### src/rtl/seq_scan_scheduler_pkg.sv
// Shared types and constants for the serial scan scheduler and its pattern detector.
package seq_scan_scheduler_pkg;

  typedef enum logic [1:0] {
    StIdle,
    StShift,
    StDone
  } state_e;

  localparam int unsigned PatLen = 7;
  localparam logic [PatLen-1:0] Pattern = 7'b0110110;
  // Longest proper suffix of the pattern that is also a prefix ("0110").
  localparam int unsigned OverlapLen = 4;

  // Number of pattern bits matched so far, 0..PatLen-1.
  typedef logic [2:0] det_state_t;

  // Pattern bit expected at position idx, first-received bit at idx 0.
  function automatic logic pat_bit(input det_state_t idx);
    return Pattern[3'(PatLen - 1) - idx];
  endfunction

endpackage

### src/rtl/serial_pattern_det.sv
// Overlapping serial detector for the shared pattern; hit is combinational on the final bit.
module serial_pattern_det
  import seq_scan_scheduler_pkg::*;
(
  input  logic clk,
  input  logic rst,
  input  logic clr,
  input  logic in_bit,
  output logic hit
);

  det_state_t match_q, match_d;
  logic       expected;

  always_comb begin
    expected = pat_bit(match_q);
    hit      = (match_q == det_state_t'(PatLen - 1)) && (in_bit == expected);
    if (hit) begin
      match_d = det_state_t'(OverlapLen);
    end else if (in_bit == expected) begin
      match_d = match_q + 3'd1;
    end else begin
      // For this pattern a mismatching 0 always leaves prefix "0"; a mismatching 1 leaves nothing.
      match_d = in_bit ? det_state_t'(0) : det_state_t'(1);
    end
  end

  always_ff @(posedge clk) begin
    if (rst || clr) begin
      match_q <= '0;
    end else begin
      match_q <= match_d;
    end
  end

endmodule

### src/rtl/seq_scan_scheduler.sv
// Two-requester round-robin scheduler that scans each granted word MSB first for pattern hits.
module seq_scan_scheduler
  import seq_scan_scheduler_pkg::*;
#(
  parameter int unsigned WORD_W = 16,
  parameter int unsigned CNT_W  = 5
) (
  input  logic              clk,
  input  logic              rst,
  input  logic [1:0]        req_valid,
  output logic [1:0]        req_ready,
  input  logic [WORD_W-1:0] req_data0,
  input  logic [WORD_W-1:0] req_data1,
  output logic              resp_valid,
  input  logic              resp_ready,
  output logic              resp_id,
  output logic [CNT_W-1:0]  resp_count,
  output logic              resp_hit,
  output logic              busy
);

  localparam int unsigned BitCntW = $clog2(WORD_W + 1);

  state_e              state_q, state_d;
  logic [WORD_W-1:0]   shreg_q;
  logic [BitCntW-1:0]  bit_cnt_q;
  logic [CNT_W-1:0]    hit_cnt_q;
  logic                id_q;
  logic                last_q;
  logic                grant_id;
  logic                grant_en;
  logic                det_hit;
  logic                det_clr;

  // Round-robin: on contention the requester not granted last wins.
  always_comb begin
    grant_id = (req_valid == 2'b11) ? ~last_q : req_valid[1];
  end

  always_comb begin
    state_d   = state_q;
    req_ready = 2'b00;
    busy      = (state_q != StIdle);
    unique case (state_q)
      StIdle: begin
        if (|req_valid && !rst) begin
          state_d   = StShift;
          req_ready = grant_id ? 2'b10 : 2'b01;
        end
      end
      StShift: begin
        if (bit_cnt_q == BitCntW'(WORD_W - 1)) begin
          state_d = StDone;
        end
      end
      StDone: begin
        if (resp_ready) begin
          state_d = StIdle;
        end
      end
      default: state_d = StIdle;
    endcase
  end

  assign grant_en = |req_ready;

  always_ff @(posedge clk) begin
    if (rst) begin
      state_q <= StIdle;
    end else begin
      state_q <= state_d;
    end
  end

  always_ff @(posedge clk) begin
    if (rst) begin
      shreg_q   <= '0;
      bit_cnt_q <= '0;
      hit_cnt_q <= '0;
      id_q      <= 1'b0;
      last_q    <= 1'b1;
    end else if (grant_en) begin
      shreg_q   <= grant_id ? req_data1 : req_data0;
      bit_cnt_q <= '0;
      hit_cnt_q <= '0;
      id_q      <= grant_id;
      last_q    <= grant_id;
    end else if (state_q == StShift) begin
      shreg_q   <= {shreg_q[WORD_W-2:0], 1'b0};
      bit_cnt_q <= bit_cnt_q + BitCntW'(1);
      if (det_hit && (hit_cnt_q != '1)) begin
        hit_cnt_q <= hit_cnt_q + CNT_W'(1);
      end
    end
  end

  // Holding the detector cleared outside SHIFT keeps each word's scan independent.
  assign det_clr = (state_q != StShift);

  serial_pattern_det u_det (
    .clk    (clk),
    .rst    (rst),
    .clr    (det_clr),
    .in_bit (shreg_q[WORD_W-1]),
    .hit    (det_hit)
  );

  assign resp_valid = (state_q == StDone);
  assign resp_id    = id_q;
  assign resp_count = hit_cnt_q;
  assign resp_hit   = |hit_cnt_q;

endmodule

### config.mk
export PLATFORM = sky130hd
export DESIGN_NAME = seq_scan_scheduler
export DESIGN_NICKNAME = d
export VERILOG_FILES = /design/src/rtl/seq_scan_scheduler_pkg.sv /design/src/rtl/serial_pattern_det.sv /design/src/rtl/seq_scan_scheduler.sv
export SDC_FILE = /design/constraint.sdc
export NUM_CORES = 1
export LEC_CHECK = 0
export CORE_UTILIZATION = 40
export DETAILED_ROUTE_END_ITERATION = 8
export GPL_TIMING_DRIVEN = 0
export PLACE_DENSITY_LB_ADDON = 0.08
export SETUP_SLACK_MARGIN = 0.5
export SLEW_MARGIN = 30
export SYNTH_ARGS = -nofsm -noshare
export SYNTH_HDL_FRONTEND = slang
export SYNTH_HIERARCHICAL = 1
export SYNTH_SLANG_ARGS = --single-unit
### constraint.sdc
create_clock -name clk -period 5.5 [get_ports clk]
set_clock_uncertainty 0.1 [all_clocks]
set_input_delay 1.1 -clock clk [delete_from_list [all_inputs] [get_ports clk]]
set_output_delay 1.1 -clock clk [all_outputs]
set_load 0.02 [all_outputs]
# ---- After elaboration in Yosys (flattened, before gate mapping)
# Memories as Yosys holds them, arrays and structs flattened.
# Index checks and enable logic that the tools add are counted.
dict set report totals {
  regBits 33
  mem_bits_ro 8
  out_inout_bits 11
  wordCells 56
  mem_count 1
}
dict set report classes {
  addsub 4
  n_lt_le_gt_ge 1
  n_eq_ne 11
  n_mux 15
  n_bitwise 1
  n_reduce_logical 15
}
# memory depth width rd rd_ports_with_merged_regs wr line
set mem_list {}
lappend mem_list {{(no name shown)} 8 1 1 0 0 seq_scan_scheduler_pkg.sv:20} ;# return Pattern[3'(PatLen - 1) - idx];
# op count
set ops {}
lappend ops {{16-bit 2-to-1 mux} 3}
lappend ops {{2-bit 2-to-1 mux} 6}
lappend ops {{5-bit by 1-bit adder with 5-bit output (second input constant)} 2}
lappend ops {{3-bit 2-to-1 mux} 2}
lappend ops {{2-bit case mux with 3 select lines} 1}
lappend ops {{2-bit OR reduction} 3}
lappend ops {{5-bit by 4-bit == test with 1-bit output (second input constant)} 1}
lappend ops {{5-bit != test (second input constant)} 1}
lappend ops {{5-bit OR reduction} 1}
lappend ops {{2-bit == test (second input constant)} 2}
lappend ops {{3-bit by 4-bit < comparator with 1-bit output (second input constant)} 1}
lappend ops {{2-bit by 1-bit != test with 1-bit output (second input constant)} 2}
lappend ops {{2-bit != test (second input constant)} 2}
lappend ops {{2-bit nonzero test} 2}
lappend ops {{3-bit by 1-bit adder with 3-bit output (second input constant)} 1}
lappend ops {{3-bit == test (second input constant)} 1}
lappend ops {{1-bit logical AND} 3}
lappend ops {{1-bit 2-to-1 mux} 3}
lappend ops {{3-bit AND reduction} 1}
lappend ops {{3-bit OR reduction} 1}
lappend ops {{3-bit subtractor (first input constant)} 1}
lappend ops {{2-bit by 1-bit == test with 1-bit output (second input constant)} 1}
lappend ops {{2-bit logical NOT} 1}
lappend ops {{2-bit AND reduction} 1}
lappend ops {{4 further kinds} 4}

# ---- Longest topological paths before layout
dict set report depth {
  ltp_word 7
  ltp_mapped 10
  ltp_nobuf 9
}

# ---- Modules after synthesis
# Netlist, hierarchy kept.
# mod instances cells_each area_each_um2 seq_area_each_um2
set by_module_without_submodules {}
lappend by_module_without_submodules {seq_scan_scheduler 1 188 1654.1 600.6}
lappend by_module_without_submodules {serial_pattern_det 1 18 177.7 60.1}

# ---- Worst setup path after synthesis
# OpenSTA, ideal clock, no wires.
dict set report synth_path {
  kind {input to output}
  start {input port rst}
  end {output port req_ready[0]}
  t_arrival_ns 1.663
  required_ns 4.300
  path_slack_ns 2.637
  cell_stages 4
  cell_sequence {nor3_2 > and3_1 > buf_4 > buf_4}
}
dict set report synth_via {
  elab_chain_cells 4
}
# element line
set synth_rtl {}
lappend synth_rtl {{from (decl)} seq_scan_scheduler.sv:9} ;# input logic rst,
lappend synth_rtl {{1-bit logical NOT} seq_scan_scheduler.sv:46} ;# if (|req_valid && !rst) begin
lappend synth_rtl {{1-bit logical AND} seq_scan_scheduler.sv:46}
lappend synth_rtl {{2-bit 2-to-1 mux} seq_scan_scheduler.sv:46}
lappend synth_rtl {{2-bit 2-to-1 mux} seq_scan_scheduler.sv:44} ;# unique case (state_q)
lappend synth_rtl {{to (decl)} seq_scan_scheduler.sv:11} ;# output logic [1:0] req_ready,
# No other way between the ends.

# ---- Worst setup path in the final report
# Ends and elaborated chain as after synthesis.

==> results.yml <==
run_status:
  outcome: "finished clean"
logic_synthesis:
  ys.flop_type: "dfxtp_1"
  ys_warn_count: 6
  syn_area_sq_um: 1830
  synth_cells: 206
  async_flop_share_pct: 0
  synth.distinct_cells: 39
  synth_edf_count: 0
  synth-seq-cells: 33
  synth_area_per_cell_sq_um: 8.89
  ys_seq_area_share_pct: 36.1
  syn_nets: 250
power_and_ir_drop:
  clkPwrFrac_pct: 37.6
  vdd_drop_max_v: 0.000146
  p_int_uw: 454
  power_frac_comb_pct: 18.8
  seqPwrFrac_pct: 43.6
  p_leak_uw: 0.000997
  p_switching_uw: 152
  p_per_area_nw_per_um2: 244
  power.share.switching_pct: 25.0
routing:
  routedWlPerCell_microns: 13.3
  vias: 1632
  viasPerCell: 5.21
  first_iter_violations: 38
  firstDrtPassIters: 4
  wl_microns: 4180
  final_antenna_net_count: 0
  drc: 0
min_path:
  hold_path.class: "flip-flop to flip-flop"
worst_setup_path:
  worstPathRequired_ps: 4300
  r2r_slack_ps: 3270
  crit_type: "input pin to primary output"
  critPathLaunchType: "input pin"
  cp.arrival_ps: 2970
  cp-end-kind: "primary output"
  crit_fanout: 10
layout:
  finalNonFillerCells: 313
  diodes: 0
  layout_common_cells: "clkdlybuf4s50_1 (47), dfxtp_1 (33), nor2_1 (32), a21oi_1 (20), nand2b_1 (15)"
  nNetsFinal: 304
  n_fill_cell: 441
  drive_gt1_share_pct: 16.5
  areaGrowthSynthToFinish_pct: 35.5
  final_common_cell: "clkdlybuf4s50_1"
  regArea_sq_um: 661
  multi_input_area_sq_um: 1030
clock_tree:
  clk_path_buf_depth: 2
  holdBufCountCts: 0
  path_clk_slew_ps: 70
  ctsResizeCount: 0
  cts_root_buffer: "clkbuf_8"
  cts.sinks: 33
  h-tree-depth: 2
  cts_buffers: 5
  clk_latency_ps: 280
  cts_tree: "built"
  cts_setup_buffers: 0
floorplan:
  die_h_microns: 69.7
  ios: 48
  die_w_microns: 69.7
  rows: 24
  coreArea_sq_um: 4380
  initial_core_util_pct: 41.8
  die_area_sq_um: 4850
global_route:
  grt.overflow.total: 0
  grt_pass1_vias: 1648
  gr-usage-all-layers_pct: 18.2
  grt_pass1_wl_microns: 7150
  grt_max_degree: 13
  antenna_found_initial: 0
place:
  place.gp.congestion: 0.803
  place_inst: 305
  numPortBuffers: 47
  hpwl_microns: 3010
timing:
  setup_violations: 0
  clock.fmax_ghz: 0.240
  worstMarginPinSlew_ps: 469
  tns_ps: 0
  finalCritPeriodShare_pct: 75.8
  slew-limit-headroom_pct: 68.7
  hold_viol: 0
  slew_violations: 0
  rsz0062_at_grt: "false"
  fin_crit_ps: 4170
flow_run:
  drv_cap: 0
## final cells by class
class	instances	area share, %
well taps	52	2.62
multi-input cells	149	41.4
plain buffers	15	4.39
repair buffers	47	19.0
flip-flops and latches	33	26.6
inverters	9	1.36
clock inverters	3	1.86
clock buffers	5	2.77
## cells in the mapped netlist, types with 3 or more instances
master     n  share of area (%)
dfxtp_1   33                 36
nor2_1    32                6.6
a21oi_1   20                5.5
nand2b_1  15                5.1
a211oi_1   9                3.7
a22oi_1    9                3.7
inv_1      9                1.8
a211oi_2   7                4.8
a22oi_2    7                4.8
buf_2      7                1.9
ha_1       7                4.8
and3_1     5                1.7
nand2_1    5                1.0
xor2_1     5                2.4
xnor2_1    4                1.9
nor2_2     3                1.0
## worst max-delay path, stage by stage
cell and delay, ps:
clkdlybuf4s50_1 550, nor3_2 170, and3_1 170, buf_4 160, buf_4 190, clkdlybuf4s50_1 620
## power groups by stage
stage	clock [uW]	combinational [uW]	sequential (uW)
floorplan	0	70.6	267
finish	228	114	264
detailed placement	0	115	269
global placement	0	114	269
global route	244	125	266
CTS	234	115	264
## worst paths after layout
path	end	depth (start not counted)	start
max	req_ready[0]	6	rst
min	resp_id	2	resp_id
max reg2reg	resp_count[3]	10	u_det/match_q[0]
min reg2reg	resp_id	2	resp_id
## stage by stage
stage | hold slack (ps) | setup slack [ps] | power (uW) | utilization, % | instance area (sq um)
after floorplan | 349 | 2640 | 338 | - | 1830
after global placement | 351 | 1310 | 382 | 54.0 | 2370
after detailed placement | 362 | 1310 | 384 | 54.0 | 2370
after CTS | 373 | 1310 | 613 | 56.6 | 2480
after global routing | 410 | 1180 | 635 | 56.6 | 2480
final | 365 | 1330 | 605 | 56.6 | 2480
## layer usage
layer  share of wire, %  vias to the layer above  global-route usage, %
met3                4.8                        2                   6.40
met4               0.41                        0                   3.78
met5                  0                        -                      0
li1                   -                      826                      -
met2                 49                       33                   32.5
met1                 46                      771                   21.1
## sequential cells by signal, summed over array words and instances, names as in the netlist
name	cells
state_q	2
shreg_q	16
resp_id	1
resp_count	5
u_det/match_q	3
last_q	1
bit_cnt_q	5
## kinds of logic (layout without fill, tap and decap cells)
| family | Yosys count | after routing | synth area share, % |
|---|---|---|---|
| muxes | 3 | 3 | 1.71 |
| and+or+nand+nor | 73 | 73 | 20.8 |
| DFF | 33 | 33 | 36.1 |
| xor gates and xnor gates | 9 | 9 | 4.30 |
| buffers and inverters | 24 | 79 | 7.79 |
| adders and majority gates | 7 | 7 | 4.78 |
| AOI/OAI and AO/OA | 57 | 57 | 24.5 |
Power figures use the tool's default switching activity.
